**config.mk**
```make
export PLATFORM = sky130hd
export DESIGN_NAME = bnn_argmax_seq
export DESIGN_NICKNAME = d
export VERILOG_FILES = /design/src/rtl/bnn_pkg.sv /design/src/rtl/bnn_argmax_cmp.sv /design/src/rtl/bnn_argmax_seq.sv
export SDC_FILE = /design/constraint.sdc
export NUM_CORES = 1
export LEC_CHECK = 0
export CORE_MARGIN = 2
export CORE_UTILIZATION = 50
export DETAILED_ROUTE_END_ITERATION = 16
export PLACE_DENSITY = 0.78
export SYNTH_ARGS = -nofsm -noshare
export SYNTH_HDL_FRONTEND = slang
export SYNTH_SLANG_ARGS = --single-unit
```
**constraint.sdc**
```tcl
create_clock -name clk -period 8.5 [get_ports clk]
set_clock_uncertainty 0.15 [all_clocks]
set_input_delay 1.275 -clock clk [delete_from_list [all_inputs] [get_ports clk]]
set_output_delay 1.275 -clock clk [all_outputs]
set_load 0.02 [all_outputs]
```
**src/rtl/bnn_pkg.sv**
```systemverilog
// +----------------------------------------------------------------------------+
// | Package   : bnn_pkg                                                        |
// | Purpose   : Shared sizing constants and argmax FSM state type for the      |
// |             binary classifier datapath.                                    |
// | Revision  : 1.0  initial release                                           |
// +----------------------------------------------------------------------------+
`default_nettype none

package bnn_pkg;

    localparam int N_CLASS = 10;
    localparam int CNT_W   = 5;
    // A single class still needs a 1-bit index port.
    localparam int CLS_W   = (N_CLASS > 1) ? $clog2(N_CLASS) : 1;

    typedef enum logic [1:0] {
        IDLE = 2'd0,
        SCAN = 2'd1,
        DONE = 2'd2
    } argmax_state_t;

endpackage : bnn_pkg

`default_nettype wire

```
**src/rtl/bnn_argmax_cmp.sv**
```systemverilog
// +----------------------------------------------------------------------------+
// | Module    : bnn_argmax_cmp                                                 |
// | Purpose   : One-candidate compare/update step of the argmax (ties keep the |
// |             incumbent). Second-best tracking only with ARGMAX_MARGIN_EN.   |
// | Revision  : 1.0  initial release                                           |
// +----------------------------------------------------------------------------+
`default_nettype none

module bnn_argmax_cmp
    import bnn_pkg::*;
(
`ifdef ARGMAX_MARGIN_EN
    input  logic [CNT_W-1:0] second,
    output logic [CNT_W-1:0] second_nxt,
`endif
    input  logic [CNT_W-1:0] candidate,
    input  logic [CNT_W-1:0] best,
    input  logic [CLS_W-1:0] best_idx,
    input  logic [CLS_W-1:0] idx,
    output logic [CNT_W-1:0] best_nxt,
    output logic [CLS_W-1:0] best_idx_nxt
);

    always_comb begin
        best_nxt     = best;
        best_idx_nxt = best_idx;
`ifdef ARGMAX_MARGIN_EN
        second_nxt   = second;
`endif
        // Strict compare: an equal candidate never displaces the lower index.
        if (candidate > best) begin
            best_nxt     = candidate;
            best_idx_nxt = idx;
`ifdef ARGMAX_MARGIN_EN
            second_nxt   = best;
        end else if (candidate > second) begin
            second_nxt   = candidate;
`endif
        end
    end

endmodule : bnn_argmax_cmp

`default_nettype wire

```
**src/rtl/bnn_argmax_seq.sv**
```systemverilog
// +----------------------------------------------------------------------------+
// | Module    : bnn_argmax_seq                                                 |
// | Purpose   : Sequential argmax over a packed popcount vector, one class per |
// |             clock; optional best-minus-second margin (ARGMAX_MARGIN_EN).   |
// | Revision  : 1.0  initial release                                           |
// +----------------------------------------------------------------------------+
`default_nettype none

module bnn_argmax_seq
    import bnn_pkg::*;
(
    input  logic                     clk,
    input  logic                     rst,
    input  logic                     in_valid,
    output logic                     in_ready,
    input  logic [N_CLASS*CNT_W-1:0] in_counts,
    output logic                     out_valid,
    input  logic                     out_ready,
    output logic [CLS_W-1:0]         out_class,
`ifdef ARGMAX_MARGIN_EN
    output logic [CNT_W-1:0]         out_margin,
`endif
    output logic [CNT_W-1:0]         out_score
);

    localparam logic [CLS_W-1:0] C_LAST_IDX = CLS_W'(N_CLASS - 1);
    localparam logic [CLS_W-1:0] C_ONE_IDX  = CLS_W'(1);

    argmax_state_t            state_q, state_d;
    logic [N_CLASS*CNT_W-1:0] cap_q, cap_d;
    logic [CLS_W-1:0]         idx_q, idx_d;
    logic [CNT_W-1:0]         best_q, best_d;
    logic [CLS_W-1:0]         best_idx_q, best_idx_d;
    logic [CNT_W-1:0]         w_candidate;
    logic [CNT_W-1:0]         w_best_nxt;
    logic [CLS_W-1:0]         w_best_idx_nxt;
`ifdef ARGMAX_MARGIN_EN
    logic [CNT_W-1:0]         second_q, second_d;
    logic [CNT_W-1:0]         w_second_nxt;
`endif

    assign w_candidate = cap_q[idx_q*CNT_W +: CNT_W];

    bnn_argmax_cmp u_cmp (
`ifdef ARGMAX_MARGIN_EN
        .second       (second_q),
        .second_nxt   (w_second_nxt),
`endif
        .candidate    (w_candidate),
        .best         (best_q),
        .best_idx     (best_idx_q),
        .idx          (idx_q),
        .best_nxt     (w_best_nxt),
        .best_idx_nxt (w_best_idx_nxt)
    );

    always_ff @(posedge clk or posedge rst) begin
        if (rst) begin
            state_q    <= IDLE;
            cap_q      <= '0;
            idx_q      <= '0;
            best_q     <= '0;
            best_idx_q <= '0;
`ifdef ARGMAX_MARGIN_EN
            second_q   <= '0;
`endif
        end else begin
            state_q    <= state_d;
            cap_q      <= cap_d;
            idx_q      <= idx_d;
            best_q     <= best_d;
            best_idx_q <= best_idx_d;
`ifdef ARGMAX_MARGIN_EN
            second_q   <= second_d;
`endif
        end
    end

    always_comb begin
        state_d = state_q;
        case (state_q)
            IDLE:    if (in_valid) state_d = (N_CLASS == 1) ? DONE : SCAN;
            SCAN:    if (idx_q == C_LAST_IDX) state_d = DONE;
            DONE:    if (out_ready) state_d = IDLE;
            default: state_d = IDLE;
        endcase
    end

    // Datapath next-state: seed from class 0 on capture, fold one class per SCAN edge.
    always_comb begin
        cap_d      = cap_q;
        idx_d      = idx_q;
        best_d     = best_q;
        best_idx_d = best_idx_q;
`ifdef ARGMAX_MARGIN_EN
        second_d   = second_q;
`endif
        if (state_q == IDLE && in_valid) begin
            cap_d      = in_counts;
            idx_d      = C_ONE_IDX;
            best_d     = in_counts[CNT_W-1:0];
            best_idx_d = '0;
`ifdef ARGMAX_MARGIN_EN
            second_d   = '0;
`endif
        end else if (state_q == SCAN) begin
            idx_d      = idx_q + C_ONE_IDX;
            best_d     = w_best_nxt;
            best_idx_d = w_best_idx_nxt;
`ifdef ARGMAX_MARGIN_EN
            second_d   = w_second_nxt;
`endif
        end
    end

    always_comb begin
        in_ready   = (state_q == IDLE);
        out_valid  = (state_q == DONE);
        out_class  = best_idx_q;
        out_score  = best_q;
`ifdef ARGMAX_MARGIN_EN
        out_margin = best_q - second_q;
`endif
    end

endmodule : bnn_argmax_seq

`default_nettype wire

```
==> results of run 1 <==
-- metrics by stage --
stage	setup WS [ns]	cell area [um^2]	cells	power, mW	hold WS, ns
2_1_floorplan	5.45	3120	335	1.09	0.290
3_5_place_dp	4.99	3800	459	1.30	0.316
4_1_cts	4.97	3980	475	1.53	0.332
6_report	4.99	3980	475	1.52	0.330
5_1_grt	4.85	3980	475	1.63	0.354
3_3_place_gp	5.09	3800	459	1.27	0.304
-- power by group through the flow --
stage	combinational [mW]	clock, mW	sequential [mW]
global placement	0.698	0	0.568
detailed placement	0.724	0	0.573
global route	0.803	0.245	0.586
finish	0.722	0.232	0.568
CTS	0.730	0.235	0.569
floorplan	0.552	0	0.538
-- final timing paths --
kind	start	end	slack, ns	cells after the start
setup / recovery	idx_q[0]	out_score[1]	4.99	8
hold / removal	cap_q[34]	cap_q[34]	0.33	2
setup reg to reg	idx_q[0]	out_score[1]	4.99	8
hold reg to reg	cap_q[34]	cap_q[34]	0.33	2
max in group asynchronous	rst	cap_q[1]	6.32	3
min in group asynchronous	rst	cap_q[15]	1.33	3
-- registers in the layout (all words and copies together), names as in the netlist --
| name | cells |
|---|---|
| cap_q | 50 |
| out_score | 5 |
| idx_q | 4 |
| state_q | 2 |
| out_class | 4 |
-- area by class of cell --
type,count,area [um^2],area share
Clock buffer,13,159,0.0400
Clock inverter,3,15.0,0.00378
Inverter,11,41.3,0.0104
Multi-Input combinational cell,240,1370,0.344
Sequential cell,65,1630,0.409
Tap cell,75,93.8,0.0236
Timing Repair Buffer,68,671,0.169
-- placed cells by master, fill, tap and decap left out, drive strengths merged, types with 2 or more instances in the layout --
cell type	count
inv	11
mux2i	20
buf	4
nor2	3
mux4	5
xor2	2
a21oi	9
ha	7
a2bb2oi	5
clkdlybuf4s50	64
o21ai	7
o2bb2ai	4
nand3	2
mux2	4
clkinv	3
nand2	158
dfrtp	65
clkbuf	13
nor2b	3
-- metal layers --
| metal | global-route usage | wire length, um |
|---|---|---|
| met1 | 0.276 | 3100 |
| met2 | 0.339 | 3380 |
| met3 | 0.0427 | 364 |
| met4 | 0.0909 | 172 |
| met5 | 0 | 0 |
-- worst reg2reg max path, delay by kind of cell, from the launching register on --
kind	cells	cell delay (ns)
muxes	2	0.95
DFF	1	0.63
AOI/OAI and AO/OA	3	0.83
adders and majority gates	1	0.32
and+or+nand+nor	1	0.13
buffers and inverters	1	0.37
-- logic make-up (layout without fill, tap and decap cells) --
logic type / count (synthesis) / in the layout
AO/OA/AOI/OAI: 29 / 29
adder cells (fa/ha/maj): 7 / 7
flip-flops: 65 / 65
XOR/XNOR: 2 / 2
AND/OR/NAND/NOR: 173 / 173
multiplexers: 29 / 29
buffers and inverters: 30 / 95
==> metrics, run 1 <==
maximum clock frequency=between 200 and 300 MHz; Synth area leaders=dfrtp_1, nand2_1, mux2i_1; vias after detailed routing=between 2000 and 2500; IO Pins=65; Routability Congestion=approximately 0.91; utilization after layout=0.664; CP arrival=approximately 3.6 ns; crit path time final=~3.5 ns; nets=roughly 460; P per Cell Area=roughly 380 nW/um^2; Worst path slowest cell=dfrtp_1; total CTS buffers=9; top post-synthesis cells by count=nand2_1, dfrtp_1, mux2i_1; Die Wd=~83 um; Final Hold Viols=0; FP Rows=28; Setup crit start kind=register; Initial Utilization=0.521; Synth Area in XOR/XNOR=0.00561; Net Sw Frac=0.393; ys async rst share=1.00; worst path cell trace=buf_4 > mux4_2 > a2bb2oi_1 > o2bb2ai_2 > ha_1 > nand4_1 > o211ai_2 > mux2_2; delay-heaviest family, CP=multiplexers; layout cell share with drive strength beyond 1=0.0875; P_int=a little over 0.9 mW; Final Max Tran Viols=0; Mapped Cells=~340; most numerous cell in the Yosys netlist=nand2_1; Die Span Y=~83 um; largest family of logic cells by synthesized area=simple AND/OR/NAND/NOR gates; Avg Vias per Cell=roughly 5.2; CP endpoint kind=register; clk slew on worst S/H paths=approximately 0.06 ns; CTS tree=done; CP max FO=17; drt drc=0; Final ANT Viol Nets=0; largest net degree at the start of global routing=66; vias in the first global route=between 2000 and 2500; total global routing track utilization=0.210; H-tree levels=3; Worst Path Buf+Inv=1; setup violators final=0; Placeable Area=around 6000 um^2; CP peak stage delay=approximately 0.63 ns; Synth top area share=0.521; post-synthesis compound-gate area fraction=0.0709; Slew HR=0.461; total net switching power=around 0.6 mW; diode count=0; Syn Nets=396; drt wl/cell=14.8 um; die area=just under 7000 um^2; gr ovfl total=0; initial antenna violation count=0; Netlist cell types=31; IO Port Bufs=64; sequential fraction of design power=0.373; crit path kind=reg2reg; status=completed; Yosys reg bits=65; number of synthesized flops with an enable pin=0; Mapped Area=roughly 3100 um^2; Comb pwr share=0.475; sequential area share after synthesis=0.521; fin crit share=0.413; main flop type after synthesis=dfrtp_1; YS warnings=0; Avg Cell Area, Syn=between 9 and 10 um^2; setup tns final=0 ns; Clock Power Share=0.152; VDD IR max=around 170 uV; worst skew pair latency=~0.34 ns; DRT iter0 DRCs=124; post-synthesis mux area share=0.115; RSZ-0062 raised after global routing=no; hold-fix buffers at CTS=0; Detailed Routing Iterations Pass 1=6; Clock Tree Root=clkbuf_8; # Post-CTS Setup Buffers=0; worst hold path type=reg2reg; final WL=7010 um; post-synthesis cell type with the largest combined area=dfrtp_1; Synth Area in Adders=0.0280; clk buf depth=2; Sink Count=65; first-pass GRT wire length=11500 um; WP data required=about 8.6 ns; Tightest Pin Transition=between 0.8 and 0.9 ns; # fillers=494; leakage power total=around 2 nW; simple-gate area share of the yosys netlist=0.218; Post-DP HPWL=4910 um; Area Overhead vs Synth=27.3%; maxcap violations=0; post_cts resized=0
No activity file was read; power rests on OpenSTA's default activity.
==> run 2: changes to the inputs <==
Clock period 8.5 ns to 3.6 ns, I/O delays scaled along.
==> run 2 against run 1 <==
Wire length shrank 0.39%. Register-to-register slack lost 4.4 ns. Die area is the same. Largest power group unchanged. Critical path type unchanged. Critical path depth is the same.
==> metrics, run 2 (synthesis gave the netlist of run 1 again) <==
total CTS buffers=9; CP arrival=3.08 ns; fin crit share=0.837; maximum clock frequency=332 MHz; worst skew pair latency=around 0.34 ns; post_cts resized=0; crit path time final=between 3 and 4 ns; CTS tree=done; Initial Utilization=0.521; Detailed Routing Iterations Pass 1=4; status=completed; post-route insts no fill=about 480; P per Cell Area=slightly above 900 nW/um^2; DRT iter0 DRCs=approximately 140; IO Pins=65; setup tns final=0 ns; WP data required=roughly 3.7 ns; CP max FO=9; Post-DP HPWL=approximately 5100 um; worst hold path type=reg2reg; diode count=0; Setup crit start kind=register; IO Port Bufs=64; layout cell share with drive strength beyond 1=0.0968; CP peak stage delay=~0.52 ns; # fillers=roughly 490; Sink Count=65; worst hold slack=approximately 0.32 ns; crit path kind=reg2reg; Die Wd=~83 um; most common cell after layout, fill and taps aside=nand2_1; FP Rows=28; Final Max Tran Viols=0; Routability Congestion=between 0.8 and 0.9; most frequent cells in the layout=nand2_1, dfrtp_1, clkdlybuf4s50_1; Worst path slowest cell=o211ai_2; utilization after layout=0.675; Clock Tree Root=clkbuf_8; initial antenna violation count=0; largest net degree at the start of global routing=57; CP endpoint kind=register; leakage power total=between 2 and 2.5 nW; Placeable Area=~6000 um^2; Most flops, register=cap_q; Area Overhead vs Synth=29.5%; # Post-CTS Setup Buffers=0; max reg flops=50; vias after detailed routing=roughly 2400; hold-fix buffers at CTS=0; nets=459; vias in the first global route=~2500; clk buf depth=2; final WL=6980 um; die area=slightly below 7000 um^2; Slew HR=0.563; setup violators final=0; Final Total Pwr=between 3 and 4 mW; drt wl/cell=roughly 15 um; Final ANT Viol Nets=0; VDD IR max=620 uV; Final Hold Viols=0; worst path cell trace=buf_4 > mux4_2 > a2bb2oi_1 > a21oi_1 > ha_1 > inv_1 > o211ai_2 > mux2_2; maxcap violations=0; first-pass GRT wire length=~12000 um; placed instance count=~460; drt drc=0; Tightest Pin Transition=between 0.6 and 0.7 ns; Die Span Y=~83 um; Avg Vias per Cell=a little over 5; total global routing track utilization=0.224; H-tree levels=3; clk slew on worst S/H paths=approximately 0.070 ns; gr ovfl total=0; RSZ-0062 raised after global routing=no
## run 2: changes by cell type in the layout (fill, tap and decap cells not counted)
cell,before,now
buf_4,4,7
bufinv_16,0,2
clkbuf_1,2,1
clkbuf_8,11,10
clkinv_2,3,2
clkinv_4,0,1
## run 2: power by group
| group | leakage [nW] | internal (mW) | switching, mW |
|---|---|---|---|
| registers | 0.811 | 1.08 | 0.252 |
| clock network | 0.113 | 0.408 | 0.276 |
| logic | 1.11 | 0.827 | 0.891 |
## run 2: worst paths after layout
check / cells past startpoint / end / startpoint / slack, ns
hold reg to reg: 2 / cap_q[43] / cap_q[43] / 0.32
max in group asynchronous: 3 / out_class[1] / rst / 2.12
hold / removal: 2 / cap_q[43] / cap_q[43] / 0.32
setup / recovery: 8 / out_score[3] / idx_q[0] / 0.59
setup reg to reg: 8 / out_score[3] / idx_q[0] / 0.59
min in group asynchronous: 2 / idx_q[2] / rst / 0.46
## run 2: layer usage
layer | GRT usage | part of all wire
met1 | 0.313 | 0.47
met2 | 0.348 | 0.47
met3 | 0.0676 | 0.053
met4 | 0.0537 | 0.011
met5 | 0 | 0
## run 2: layout make-up
| class | instances | area, um^2 | area share |
|---|---|---|---|
| multi-input cells | 240 | 1370 | 0.338 |
| clock inverters | 5 | 78.8 | 0.0195 |
| inverters | 11 | 41.3 | 0.0102 |
| repair buffers | 71 | 693 | 0.171 |
| well taps | 75 | 93.8 | 0.0232 |
| flip-flops and latches | 65 | 1630 | 0.402 |
| clock buffers | 11 | 141 | 0.0350 |
## run 2: worst max-delay path: cells and delay by family, from the launching register on
kind                       cells  cell delay, ns
AOI/OAI and AO/OA              3            0.89
muxes                          2            0.91
buffers and inverters          2            0.28
adders and majority gates      1            0.15
DFF                            1            0.51
## run 2: per-stage QoR
stage                     cell area, um^2  setup WS, ns
final                                4040         0.588
after global routing                 4040         0.353
after CTS                            4040         0.545
after detailed placement             3820         0.570
after global placement               3820         0.655
after floorplan                      3120         0.872
